<file path="src/rtl/fft_bit_reverse_stream_if.sv">
// fft_bit_reverse_stream_if: recv/send val-rdy stream bundle for the bit-reversal reorder buffer
interface fft_bit_reverse_stream_if #(parameter int BIT_WIDTH = 32);
  logic                 recv_val;
  logic                 recv_rdy;
  logic [BIT_WIDTH-1:0] recv_msg;
  logic                 recv_bypass;
  logic                 send_val;
  logic                 send_rdy;
  logic [BIT_WIDTH-1:0] send_msg;
  logic                 send_last;
  modport slave (
    input  recv_val, recv_msg, recv_bypass, send_rdy,
    output recv_rdy, send_val, send_msg, send_last
  );
  modport master (
    output recv_val, recv_msg, recv_bypass, send_rdy,
    input  recv_rdy, send_val, send_msg, send_last
  );
endinterface

</file>
<file path="src/rtl/fft_bit_reverse_stream.sv">
// fft_bit_reverse_stream: ping-pong frame buffer emitting natural-order input in bit-reversed (or bypass natural) order
module fft_bit_reverse_stream #(
  parameter int BIT_WIDTH = 32,
  parameter int N_SAMPLES = 8
) (
  input logic                      clk,
  input logic                      reset,
  fft_bit_reverse_stream_if.slave  io
);
  localparam int N = $clog2(N_SAMPLES);
  localparam logic [N-1:0] last_idx = N'(N_SAMPLES - 1);
  logic [BIT_WIDTH-1:0] mem [2][N_SAMPLES];
  logic [1:0]           full;
  logic [1:0]           bypass;
  logic                 wr_bank;
  logic                 rd_bank;
  logic [N-1:0]         wr_idx;
  logic [N-1:0]         rd_idx;
  logic [N-1:0]         rev_idx;
  logic [N-1:0]         rd_addr;
  logic                 recv_fire;
  logic                 send_fire;
  for (genvar i = 0; i < N; i++) begin : g_rev
    assign rev_idx[i] = rd_idx[N-1-i];
  end
  always_comb begin
    io.recv_rdy  = !full[wr_bank];
    io.send_val  = full[rd_bank];
    io.send_last = full[rd_bank] && (rd_idx == last_idx);
    rd_addr      = bypass[rd_bank] ? rd_idx : rev_idx;
    io.send_msg  = mem[rd_bank][rd_addr];
    recv_fire    = io.recv_val && !full[wr_bank];
    send_fire    = io.send_rdy && full[rd_bank];
  end
  always_ff @(posedge clk)
    if (recv_fire) mem[wr_bank][wr_idx] <= io.recv_msg;
  always_ff @(posedge clk) begin
    if (reset) begin
      full    <= '0;
      bypass  <= '0;
      wr_bank <= 1'b0;
      rd_bank <= 1'b0;
      wr_idx  <= '0;
      rd_idx  <= '0;
    end else begin
      if (recv_fire) begin
        if (wr_idx == '0) bypass[wr_bank] <= io.recv_bypass;
        if (wr_idx == last_idx) begin
          full[wr_bank] <= 1'b1;
          wr_bank       <= !wr_bank;
        end
        wr_idx <= wr_idx + N'(1);
      end
      if (send_fire) begin
        if (rd_idx == last_idx) begin
          full[rd_bank] <= 1'b0;
          rd_bank       <= !rd_bank;
        end
        rd_idx <= rd_idx + N'(1);
      end
    end
  end
endmodule

</file>
<file path="src/flat_wrapper.sv">
// flat-port wrapper written by rule: the top's interface ports become plain ports
module fft_bit_reverse_stream_flat 
#(
  parameter int BIT_WIDTH = 32,
  parameter int N_SAMPLES = 8
)
  (clk, reset, io_recv_val, io_recv_msg, io_recv_bypass, io_send_rdy, io_recv_rdy, io_send_val, io_send_msg, io_send_last);
  fft_bit_reverse_stream_if #(.BIT_WIDTH(BIT_WIDTH)) io_i ();
  input logic clk;
  input logic reset;
  input wire logic [$bits(io_i.recv_val)-1:0] io_recv_val;
  input wire logic [$bits(io_i.recv_msg)-1:0] io_recv_msg;
  input wire logic [$bits(io_i.recv_bypass)-1:0] io_recv_bypass;
  input wire logic [$bits(io_i.send_rdy)-1:0] io_send_rdy;
  output wire logic [$bits(io_i.recv_rdy)-1:0] io_recv_rdy;
  output wire logic [$bits(io_i.send_val)-1:0] io_send_val;
  output wire logic [$bits(io_i.send_msg)-1:0] io_send_msg;
  output wire logic [$bits(io_i.send_last)-1:0] io_send_last;
  assign io_i.recv_val = io_recv_val;
  assign io_i.recv_msg = io_recv_msg;
  assign io_i.recv_bypass = io_recv_bypass;
  assign io_i.send_rdy = io_send_rdy;
  assign io_recv_rdy = io_i.recv_rdy;
  assign io_send_val = io_i.send_val;
  assign io_send_msg = io_i.send_msg;
  assign io_send_last = io_i.send_last;
  fft_bit_reverse_stream #(.BIT_WIDTH(BIT_WIDTH), .N_SAMPLES(N_SAMPLES)) u_core (.clk(clk), .reset(reset), .io(io_i));
endmodule
</file>
<file path="config.mk">
export PLATFORM = sky130hd
export DESIGN_NAME = fft_bit_reverse_stream_flat
export DESIGN_NICKNAME = d
export VERILOG_FILES = /design/src/rtl/fft_bit_reverse_stream_if.sv /design/src/rtl/fft_bit_reverse_stream.sv /design/src/flat_wrapper.sv
export SDC_FILE = /design/constraint.sdc
export NUM_CORES = 1
export LEC_CHECK = 0
export BUFFER_PORTS_ARGS = -buffer_cell sky130_fd_sc_hd__buf_2
export CORE_MARGIN = 3
export CORE_UTILIZATION = 30
export DETAILED_ROUTE_END_ITERATION = 10
export PLACE_DENSITY_LB_ADDON = 0.05
export SLEW_MARGIN = 20
export SYNTH_ARGS = -nofsm -noshare
export SYNTH_HDL_FRONTEND = slang
export SYNTH_SLANG_ARGS = --single-unit
</file>
<file path="constraint.sdc">
create_clock -name clk -period 9.77 [get_ports clk]
set_clock_uncertainty 0.15 [all_clocks]
set_input_delay 1.954 -clock clk [delete_from_list [all_inputs] [get_ports clk]]
set_output_delay 1.954 -clock clk [all_outputs]
set_load 0.01 [all_outputs]
</file>
* Word-level counts from Yosys, hierarchy flattened
Memory sizes are Yosys's and may differ from the RTL's. A register that Yosys moved wholly into a read port is not among the register bits. Index checks and enable logic that the tools add are counted.
Storage, ports and cells: register bits 12, bits in writable memories 512, input bits 37, output and inout port bits 35, logic and storage cells 62, memories 1
Memory list:
- u_core.mem | words 2, bits a word 256, rd ports 1, clocked after memory_dff 1, write ports 1, line fft_bit_reverse_stream.sv:12 | logic [BIT_WIDTH-1:0] mem [2][N_SAMPLES];
Cells by class: add/subtract/negate cells 2, magnitude comparators 7, eq/ne operators 2, multiplexer cells 26, bitwise operators 5, reduce and logical (&&, ||, !) cells 13
Operators by type and width (count):
- $mux W256 | 1
- $bmux W32 S3 | 1
- $demux W32 S3 | 1
- $mux W32 | 3
- $mux W1 | 11
- $mux W2 | 5
- $ge A4 B4 Y1 const B | 2
- $not A3 Y4 | 2
- $add A3 B1 Y3 const B | 2
- $eq A3 B3 Y1 const B | 2
- $logic_and A1 B1 Y1 | 6
- $reduce_and A2 Y1 | 3
- $lt A1 B2 Y1 const B | 2
- $lt A4 B1 Y1 const B | 1
- $logic_not A1 Y1 | 3
- $logic_not A3 Y1 | 1
- $mux W3 | 1
- $and A2 B2 Y2 | 1
- $bwmux W2 | 1
- $demux W1 S1 | 2
- $ge A1 B1 Y1 const B | 2
- $not A2 Y2 | 1
- $or A2 B2 Y2 | 1

* Longest topological paths before layout
Gate-level depths: netlist (run 1).
depth in word-level cells 11, depth in mapped cells 9, mapped depth without buffers 6

* Least setup slack after synthesis (run 1)
No wires, ideal clock.
path kind in2reg, start point input port io_recv_val, end point memory u_core.mem[0][224] (netlist name) (enable), library setup time 0.501 ns, arrival 5.500 ns, data required time 9.119 ns, setup slack 3.618 ns, stages 4, path buffers 1, path through and2_1 clkbuf_1 nand2_1 nor4_1
Between the ends: word-level cells in the longest chain between the ends 3
Ends and longest elaborated chain:
- from (decl) | line flat_wrapper.sv:11 | input wire logic [$bits(io_i.recv_val)-1:0] io_recv_val;
- $logic_and A1 B1 Y1 | line fft_bit_reverse_stream.sv:32 | recv_fire = io.recv_val && !full[wr_bank];
- $mux W1 | line fft_bit_reverse_stream.sv:36 | if (recv_fire) mem[wr_bank][wr_idx] <= io.recv_msg;
- $mux W256 (implied by the code) | line fft_bit_reverse_stream.sv:36
- to (decl) | line fft_bit_reverse_stream.sv:12
Every way passes these cells.

* Worst setup path in the final report (run 1)
start point register u_core.rd_bank, end point output port io_send_msg[2]
Between the ends: word-level cells in the longest chain between the ends 7
Ends and longest elaborated chain:
- from (decl) | line fft_bit_reverse_stream.sv:16 | logic rd_bank;
- from (signal assigned) | line fft_bit_reverse_stream.sv:57 | rd_bank <= !rd_bank;
- $mux W1 (implied by the code) (2 in a row) | line fft_bit_reverse_stream.sv:30 | rd_addr = bypass[rd_bank] ? rd_idx : rev_idx;
- $mux W3 | line fft_bit_reverse_stream.sv:30
- $not A3 Y4 (implied by the code) | line fft_bit_reverse_stream.sv:31 | io.send_msg = mem[rd_bank][rd_addr];
- $bmux W32 S3 | line fft_bit_reverse_stream.sv:31
- $mux W32 (implied by the code) (2 in a row) | line fft_bit_reverse_stream.sv:31
- to (decl) | line flat_wrapper.sv:17 | output wire logic [$bits(io_i.send_msg)-1:0] io_send_msg;
Every way passes these cells. The select of a mux whose other input is x is not followed.

==> run summary, run 1 <==
Routability-driven placement finished with a final weighted congestion of 0.672. The worst slew slack as a fraction of its limit was 43.9%. The tools report the element type at the critical path start as a flop.

At the pin with the least slew margin, the transition time is 0.842 ns. In this run switching power makes up 20.4% of total power. Type of the setup path with the least slack: reg2out. The number of synthesized register bits is 525. The average wire per standard cell was 26.1 µm; the die area was 67,800 µm². Counting flops with a built-in enable in the synthesized netlist gives 512. Post-CTS repair changed the size of 0 cells. Dividing the detail-routed via count by the number of cells gives 5.07. Relative to the synthesized area, the layout overhead comes to 17.1%. The chip width works out to 260 µm. The fraction of power consumed by the clock network is 44.8%, and the die extent in y is 260 µm. The root buffer cell chosen for the clock tree is clkbuf_16.

The floorplan has 92 rows. Setup repair after global routing left no endpoint under its margin. In the post-synthesis netlist, the biggest area contributors are edfxtp_1, o22ai_1, nor2_1. At the later pin of the worst-skew pair, clock insertion delay measures 0.60 ns.

The run gives 963 µW as the switching power summed over all nets. The run gives 3750 µW as the internal power summed over all cells. The number of clock buffers inserted by TritonCTS is 58.

Number of warning messages in the yosys log: 0. Combinational logic burns 2.2% of the power. CTS built an H-tree with a depth of 2.

By count the netlist is led by edfxtp_1, nor2_1, o22ai_1. Counting every net in the synthesized netlist gives 1,225. A synthesized cell averages 16.4 µm². The register clock-pin slew on the reported worst setup and hold paths came out at 0.06 ns. The flow ran to the end, and the final reports show no timing, DRC or antenna violations.

Summed over all failing endpoints, the final setup total negative slack is 0 ns. The tools report the synthesized area as 19,400 µm². Number of pins with negative max-slew slack in the final report: 0. The worst min-delay path category is reg2reg. The run gives 7.67 ns as the required time at the worst-slack endpoint.

Endpoint kind of the worst setup timing path: an output pin. The area of the placeable core came out at 63,500 µm². The via count of the first global-routing pass is 11,400. Counting flops with an async set or reset pin after synthesis yields a share of 0%. The synthesized netlist devotes 0.322% of its cell area to adder and majority cells. The cell leakage power is 0.00714 µW, and the I/O pin count is 72. TritonCTS built the clock tree. The filler cell count in the final layout was 6,087; the worst hold slack after final layout was 0.407 ns. The clock period minus worst slack came out at 6.10 ns. The number of antenna violations at the first check in global routing is 3, and the post-route clock period utilization is 62.5%. The share of the synthesized area in the top cell type was 79.2%.

Proportion of power drawn by flip-flops and latches: 53.0%. For this design the ratio of total power to cell area is 208 nW/µm². Across every metal layer, demand over resource in global routing totals 16.7%. The number of antenna diodes in the final layout is 0. The number of sinks on the clock net is 525. The most used flip-flop cell after synthesis is edfxtp_1.

Total power for the finished layout comes to 4720 µW. The number of port buffers came out at 71. The detailed-router iteration count before antenna repair was 5. The main combinational cell family by area after synthesis was compound AO/OA/AOI/OAI gates. The maximum number of pins on one net before global-route repair is 129. Synthesis produced 1,183 cells. The post-route core utilization was 35.8%; the fraction of final layout cells with drive strength greater than 1 was 15.8%.

The synthesized design spends more area on one cell type than any other, namely edfxtp_1. The clock passes through at most 3 buffers. After detailed routing, the number of remaining DRC violations is 0. For the number of endpoints with negative hold slack in the final report, the log shows 0. The synthesized netlist contains 39 unique library cells. The number of buffers inserted for hold repair after clock tree synthesis is 0, and the worst supply voltage drop on vdd is 0.000125 V. The sequential cell area fraction in the yosys report was 80.6%; the overall via count from detail_route was 11,000. Global routing finished with a remaining overflow of 0. Summing the areas of all compound-gate instances in the mapped netlist gives 8.23% of the synthesized area.

The net count of the finished layout is 1,315. In this run the worst path has a maximum fanout of 55. Summed over all nets, the half-perimeter wirelength after detailed placement is 25.6 mm.

The first routing iteration left 676 violations. Summing all multi-input logic gate instances after layout gives 3560 µm². Across the run, the number of max-cap violations was 0.

The post-synthesis mux area share came out at 0.838%. For this run, the top clock speed supported by timing is 164 MHz. Of the total synthesized cell area, the portion taken by AND, OR, NAND and NOR gates is 8.10%. The count of nets left with antenna violations once routing finished came out at 0. The synthesized-area fraction occupied by xor and xnor cells is 0.135%, and the starting density of the core is 30.5%. For the wire length of the first global-routing pass, the log shows 81.6 mm.

The library cell with the highest instance count after synthesis was edfxtp_1. The total setup buffers inserted after CTS is 0. Wires add up to 56.6 mm. For the worst setup path, the data arrival time is 4.00 ns.

Summing all flip-flop and latch instances after layout gives 15,600 µm². The tools report the total setup violations reported at the end of the flow as 0.
## metrics by stage
step | setup slack (ns) | instances | instance area [µm²]
after floorplan | 3.62 | 1183 | 19400
after global placement | 4.30 | 2059 | 20900
after detailed placement | 4.29 | 2059 | 20900
after CTS | 3.61 | 2165 | 22700
after global routing | 3.46 | 2165 | 22700
final | 3.67 | 2165 | 22700
## cell families (layout without fill, tap and decap cells)
| kind of cell | Yosys count | in the layout |
|---|---|---|
| flip-flops | 525 | 525 |
| AND/OR/NAND/NOR | 327 | 327 |
| AO/OA/AOI/OAI | 236 | 236 |
| buffers and inverters | 76 | 212 |
| multiplexers | 11 | 11 |
| adder cells (fa/ha/maj) | 5 | 5 |
| XOR/XNOR | 3 | 3 |
## sequential cells by signal, indices dropped and copies added (netlist names), named ones only
register	count
u_core.wr_bank	1
u_core.bypass	2
u_core.wr_idx	3
u_core.rd_bank	1
u_core.rd_idx	3
u_core.full	2
u_core.mem	512
## power by group through the flow
stage	logic, µW	registers [µW]	clock network, µW
finish	103	2500	2110
global route	115	2500	2270
CTS	107	2500	2180
detailed placement	106	2550	0
global placement	106	2550	0
floorplan	37.5	2550	0
## critical path, stage by stage (launching register included)
cell and delay [ns]:
dfxtp_1 0.51, mux2i_4 0.46, mux2_4 0.59, buf_4 0.71, o22ai_1 0.17, or4_1 0.42
o21ai_1 0.08, or3_1 0.23, buf_2 0.17
## cells in the final DEF, fill, tap and decap left out, types with 6 or more instances in the layout
cell,Yosys,layout
buf_2,25,71
o21ai_1,31,31
clkbuf_16,0,59
nand3_1,7,7
nor4_1,35,33
nor2_1,179,172
nor2_4,0,7
clkbuf_1,34,13
or3_1,32,32
dfxtp_1,13,13
o22ai_1,130,130
clkinv_2,0,6
or4_1,32,32
nor3_2,0,8
buf_4,1,29
edfxtp_1,512,512
nand2_1,21,20
clkinv_1,0,17
o221ai_1,62,62
## cell type report
type	instances	area share, %
inverters	3	0.0495
flip-flops and latches	525	68.8
multi-input cells	582	15.7
clock buffers	72	6.71
well taps	846	4.66
clock inverters	34	1.35
repair buffers	103	2.79
## final timing paths
check                                      start          endpoint  slack (ns)  cells after the start
worst max-delay path              u_core.rd_bank    io_send_msg[2]        3.67                      8
worst min-delay path            u_core.wr_idx[0]  u_core.wr_idx[0]        0.41                      2
worst max register to register    u_core.wr_bank  u_core.mem[0][9]        6.67                      5
worst min register to register  u_core.wr_idx[0]  u_core.wr_idx[0]        0.41                      2
## layer usage
layer	global-route usage [%]	routed length (µm)
met1	24.3	26900
met2	26.5	26400
met3	2.77	2390
met4	3.45	923
met5	0	14
(Power assumes the default switching activity.)
==> inputs of run 2 (changes only) <==
clock period = 5.3 ns   (was 9.77 ns; I/O delays follow)
==> run summary, run 2 (same netlist as run 1, synthesis figures left out) <==
The run finished with clean final reports. The element type at the critical path start is a flop (unchanged). The die extent in y was 260 µm (unchanged). The run gives 3 (unchanged) as the worst-case clock buffer depth.

Wire length of the first global-routing pass: 80.6 mm (was 81.6 mm). The combined area of the multi-input logic cells came out at 3560 µm² (unchanged). The logs give 15,600 µm² (unchanged) for the area used by sequential logic in the layout and 0 (unchanged) for the total setup violations reported at the end of the flow. The filler cell count in the final layout was 6,094 (was 6,087). The worst slew slack as a fraction of its limit is 38.1% (was 43.9%).

The leading cell type in the layout, fill and taps excluded was edfxtp_1 (unchanged). The fraction of final layout cells with drive strength greater than 1 is 16.3% (was 15.8%), and the required time at the worst-slack endpoint is 4.09 ns (was 7.67 ns). For the arrival time at the worst endpoint, the log shows 3.47 ns (was 4.00 ns).

The die area was 67,800 µm² (unchanged). The setup TNS after final layout is 0 ns (unchanged), and the post-route clock period utilization is 88.3%. Biggest registers after layout: u_core.mem x512, u_core.rd_idx x3, u_core.wr_idx x3 (unchanged).

The total setup buffers inserted after CTS is 0 (unchanged), and the maximum fanout count along the critical path is 22 (was 55). The run gives 0 (unchanged) as the number of buffers inserted for hold repair after clock tree synthesis. The number of endpoints with negative hold slack in the final report is 0 (unchanged), and the chip width is 260 µm (unchanged).

The weighted congestion at the end of routability-driven global placement is 0.674 (was 0.672), and the worst supply voltage drop on vdd is 0.000222 V (was 0.000125 V). The tools report the insertion delay of the later-clocked pin in the worst-skew pair as 0.61 ns (was 0.60 ns). The slowest library cell on the worst path was dfxtp_1 (was buf_4). The number of flip-flops in the largest register is 512 (unchanged). The I/O pin count was 72 (unchanged); the number of clock buffers inserted by TritonCTS was 58 (unchanged). TritonCTS built the clock tree. The via density per instance is 5.04 (was 5.07), and the layout net count is 1,323 (was 1,315). The power density over cell area was 376 nW/µm² (was 208 nW/µm²); the maximum operating frequency was 214 MHz. Cell chosen for the clock root: clkbuf_16 (unchanged).

The number of port buffers came out at 71 (unchanged). The combined global-route utilization of all metal layers is 16.3% (was 16.7%), and the number of pins with negative max-slew slack in the final report is 0 (unchanged). The run gives 54.9 mm (was 56.6 mm) as the total wire length. The initial DRC count is 692 (was 676), and the clock period minus worst slack is 4.68 ns. Number of antenna violations at the first check in global routing: 1 (was 3). The synthesis-to-finish area growth was 17.3% (was 17.1%); the number of nets with antenna violations after detailed routing was 0 (unchanged). Cell-by-cell listing of the critical path: mux2i_4, mux2_4, buf_4, o22ai_1, or4_1, o21ai_1, or3_1, buf_2 (unchanged). Highest-count cells in the layout ignoring fill and taps: edfxtp_1, nor2_1, o22ai_1 (unchanged). The slew at the pin with the worst max-slew slack is 0.927 ns (was 0.842 ns).

The register ranked first by flip-flop count is u_core.mem (unchanged). The number of sinks on the clock net is 525 (unchanged), and the area of the placeable core is 63,500 µm² (unchanged). The via count of the first global-routing pass is 11,500 (was 11,400), and the level count of the clock H-tree is 2 (unchanged).

The detailed-router iteration count before antenna repair is 5 (unchanged), and the starting density of the core is 30.5% (unchanged). The worst hold slack after final layout came out at 0.408 ns (was 0.407 ns). The largest stage delay on the critical path was 0.50 ns (was 0.71 ns).

Setup repair after global routing left no endpoint under its margin. The average wire per standard cell is 25.2 µm (was 26.1 µm). The number of max-cap violations came out at 0 (unchanged). Type of the setup path with the least slack: reg2out (unchanged). The post-route DRC violation count was 0 (unchanged); the count of standard-cell rows was 92 (unchanged). Worst min-delay path category: reg2reg (unchanged). For the overflow left after global routing, the log shows 0 (unchanged).

The maximum number of pins on one net before global-route repair came out at 76 (was 129). The overall via count from detail_route is 11,000 (about the same). The run gives 0.00718 µW (was 0.00714 µW) as the cell leakage power. The endpoint kind of the worst setup timing path is an output pin (unchanged). The register clock-pin slew on the reported worst setup and hold paths works out to 0.06 ns (about the same). The detailed-placement wirelength estimate is 27.8 mm (was 25.6 mm), and the post-cts gate resize count is 0 (unchanged).
## run 2: cell types whose count changed in the layout (fill, tap and decap cells not counted)
cell        before  now
diode_2          0    1
inv_6            0    1
clkbuf_1        13   16
clkinv_2         6   12
buf_12           3    7
clkinv_1        17   16
bufinv_16        5    2
clkinv_4         1    0
buf_4           29   33
clkinvlp_4       3    0
## run 2: power breakdown
part / total, µW / internal [µW] / switching (µW) / leakage [µW]
Clock: 3750 / 2130 / 1620 / 0.000865
Sequential: 4610 / 4600 / 12.5 / 0.00473
Combinational: 187 / 52.6 / 134 / 0.00159
Total: 8550 / 6780 / 1770 / 0.00718
## run 2: layer usage
metal  vias up  global-route usage [%]  routed length, µm
li1       4974                       -                  -
met4         0                    4.07               1210
met2       181                    26.7              25800
met5         -                       0                  0
met1      5734                    22.8              26000
met3        74                    2.78               1870
## run 2: final cells by class
type	count	share of cell area [%]
tap	846	4.65
timing repair buffer	111	3.26
antenna	1	0.0110
clock buffer	75	6.75
sequential	525	68.7
multi-input combinational	582	15.6
clock inverter	33	0.973
inverter	3	0.0495
## run 2: final timing paths
kind | from | slack [ns] | cells after the start | to
max | u_core.rd_bank | 0.62 | 8 | io_send_msg[18]
min | u_core.full[0] | 0.41 | 2 | u_core.full[0]
max reg2reg | u_core.wr_bank | 2.07 | 5 | u_core.mem[1][137]
min reg2reg | u_core.full[0] | 0.41 | 2 | u_core.full[0]
## run 2: worst max-delay path, delay by kind of cell, from the launching register on
kind            cells  cell delay [ns]
compound gates      2             0.31
buf+inv             2             0.49
simple gates        2             0.56
flops               1             0.50
mux                 2             0.94
## run 2: per-stage QoR
step | instances | util [%] | instance area [µm²] | total power (µW) | setup WS [ns]
final | 2176 | 35.8 | 22800 | 8550 | 0.619
after detailed placement | 2067 | 33.1 | 21000 | 4890 | 1.20
after global placement | 2067 | 33.1 | 21000 | 4890 | 1.21
after global routing | 2175 | 35.8 | 22800 | 8880 | 0.414
after floorplan | 1183 | - | 19400 | 4770 | 0.0423
after CTS | 2175 | 35.8 | 22800 | 8680 | 0.510
==> inputs of run 3 (changes only) <==
RECOVER_POWER = 50   (was not set)
==> run summary, run 3 (same netlist as run 1, synthesis figures left out) <==
The tools report the endpoint kind of the worst setup timing path as an output pin (unchanged). The run gives 54.0% (was 53.9%) as the proportion of power drawn by flip-flops and latches. The tools report the total setup violations reported at the end of the flow as 0 (unchanged). The fraction of final layout cells with drive strength greater than 1 came out at 13.6% (was 16.3%). The insertion delay of the later-clocked pin in the worst-skew pair is 0.61 ns (about the same), and the clock period minus worst slack is 4.68 ns (about the same).

For the number of buffers inserted for hold repair after clock tree synthesis, the log shows 0 (unchanged). Biggest registers after layout: u_core.mem x512, u_core.rd_idx x3, u_core.wr_idx x3 (unchanged). The slew at the pin with the worst max-slew slack came out at 1.91 ns (was 0.927 ns). The tools report the endpoint of the worst-slack reg-to-reg timing path as u_core.mem[0][39] (was u_core.mem[1][137]). The post-cts gate resize count came out at 0 (unchanged).

The tools report the element type at the critical path start as a flop (unchanged). The worst supply voltage drop on vdd was 0.000223 V (was 0.000222 V). The area of the placeable core is 63,500 µm² (unchanged).

The logs give 43.9% (about the same) for the fraction of power consumed by the clock network and -27.9% (was 38.1%) for the worst slew slack as a fraction of its limit. The number of endpoints with negative hold slack in the final report was 0 (unchanged); the via density per instance was 5.06 (was 5.04). Highest-count cells in the layout ignoring fill and taps: edfxtp_1, nor2_1, o22ai_1 (unchanged). The number of clock buffers inserted by TritonCTS was 58 (unchanged).

The logs give 1 (unchanged) for the number of antenna violations at the first check in global routing and 0 (unchanged) for the number of nets with antenna violations after detailed routing. The cell chosen for the clock root is clkbuf_16 (unchanged). The synthesis-to-finish area growth was 17.0% (was 17.3%). The leading cell type in the layout, fill and taps excluded was edfxtp_1 (unchanged). The worst setup slack after layout was 0.624 ns (was 0.619 ns).

The register-to-register setup slack came out at 1.40 ns (was 2.07 ns). The maximum fanout count along the critical path was 22 (unchanged). The die extent in y is 260 µm (unchanged), and the number of sinks on the clock net is 525 (unchanged). The power density over cell area is 376 nW/µm² (about the same), and the total setup buffers inserted after CTS is 0 (unchanged). The overall via count from detail_route was 11,000 (about the same); the combined global-route utilization of all metal layers was 16.3% (unchanged). The level count of the clock H-tree came out at 2 (unchanged).

The chip width is 260 µm (unchanged), and the maximum operating frequency is 214 MHz (about the same). The run finished, with violations left. The required time at the worst-slack endpoint came out at 4.09 ns (about the same).

Register ranked first by flip-flop count: u_core.mem (unchanged). The net switching fraction of the power was 20.7% (about the same); the starting density of the core was 30.5% (unchanged). The worst-case clock buffer depth is 3 (unchanged), and the weighted congestion at the end of routability-driven global placement is 0.674 (unchanged). The maximum number of pins on one net before global-route repair is 76 (unchanged), and the die area is 67,800 µm² (unchanged). The post-route core utilization is 35.7% (was 35.8%). The number of port buffers is 71 (unchanged).

The final reports fail on max-capacitance violations, max-slew violations. The run gives 27.8 mm (unchanged) as the detailed-placement wirelength estimate. The number of flip-flops in the largest register is 512 (unchanged). The tools report the count of standard-cell rows as 92 (unchanged). Number of pins with negative max-slew slack in the final report: 11 (was 0). The run gives 0.402 ns (was 0.408 ns) as the worst hold slack after final layout. Total wire length: 55.0 mm (was 54.9 mm).

The wire length of the first global-routing pass is 80.6 mm (unchanged), and the post-route clock period utilization is 88.2% (was 88.3%). The layout net count was 1,323 (unchanged); the cell leakage power was 0.00709 µW (was 0.00718 µW). The internal power summed over all cells was 6780 µW (about the same). The initial DRC count came out at 692 (unchanged). The register clock-pin slew on the reported worst setup and hold paths was 0.06 ns (about the same). The overflow left after global routing is 0 (unchanged). Average wire per standard cell: 25.3 µm (was 25.2 µm).

The filler cell count in the final layout is 6,108 (was 6,094), and the logic depth of the worst register-to-register path is 6 (was 5). Setup repair after global routing left no endpoint under its margin. The run gives 1 (was 0) as the number of max-cap violations. Type of the setup path with the least slack: reg2out (unchanged). The via count of the first global-routing pass came out at 11,500 (unchanged).

TritonCTS built the clock tree. The run gives 3.47 ns (about the same) as the arrival time at the worst endpoint. The run gives 1.20 ns (unchanged) as the pre-CTS setup slack. Worst min-delay path category: reg2reg (unchanged). The post-route DRC violation count is 0 (unchanged), and the I/O pin count is 72 (unchanged). The detailed-router iteration count before antenna repair was 4 (was 5).

The logs give 0 ns (unchanged) for the setup TNS after final layout and 1770 µW (about the same) for the switching power summed over all nets. For the logic gate share of total power, the log shows 2.1% (was 2.2%). The capture point of the worst path was io_send_msg[12] (was io_send_msg[18]).

Critical register-to-register path startpoint: u_core.wr_bank (unchanged). Origin of the worst setup path: u_core.rd_bank (unchanged).
[run 3: changes by cell type in the layout (fill, tap and decap cells not counted)]
cell	before	now
clkbuf_1	16	48
nor2_4	7	5
nor2_1	172	174
mux2_2	1	0
buf_2	71	39
mux2_1	0	1
and2_1	2	1
and2_0	0	1
[run 3: power by group through the flow]
stage          clock network (µW)  logic (µW)  registers (µW)
6_report                     3750         183            4610
5_1_grt                      4060         206            4610
4_1_cts                      3880         195            4610
3_5_place_dp                    0         195            4700
3_3_place_gp                    0         194            4700
2_1_floorplan                   0        69.1            4700
[run 3: worst min-delay path by stage]
stage	start	to	slack, ns	cells after the start
floorplan	u_core.wr_idx[1]	u_core.wr_idx[1]	0.33	2
global placement	u_core.wr_idx[0]	u_core.wr_idx[0]	0.39	2
detailed placement	u_core.full[1]	u_core.full[1]	0.39	2
CTS	u_core.full[1]	u_core.full[1]	0.40	2
global route	u_core.full[1]	u_core.full[1]	0.45	2
finish	u_core.full[1]	u_core.full[1]	0.40	2
[run 3: per-stage QoR]
stage                     power (µW)  instance area [µm²]  instances
after floorplan                 4770                19400       1183
after global placement          4890                21000       2067
after detailed placement        4890                21000       2067
after CTS                       8680                22800       2175
after global routing            8880                22700       2175
final                           8550                22700       2176
[run 3: critical path: stages (launching register included)]
cell     delay, ns
dfxtp_1       0.51
mux2i_4       0.47
mux2_4        0.48
buf_4         0.37
o22ai_1       0.13
or4_1         0.41
o21ai_1       0.10
or3_1         0.21
buf_2         0.16
[run 3: cell type report]
type / count / area [µm²] / area share (%)
antenna: 1 / 2.50 / 0.0110
clock buffer: 75 / 1540 / 6.77
multi-input combinational: 582 / 3540 / 15.6
sequential: 525 / 15600 / 68.8
timing repair buffer: 111 / 703 / 3.10
clock inverter: 33 / 221 / 0.975
inverter: 3 / 11.3 / 0.0496
tap: 846 / 1060 / 4.66
[run 3: layer usage]
layer | routed length (µm) | track usage [%]
met1 | 25700 | 22.8
met2 | 26000 | 26.7
met3 | 2040 | 2.78
met4 | 1210 | 4.07
met5 | 0 | 0
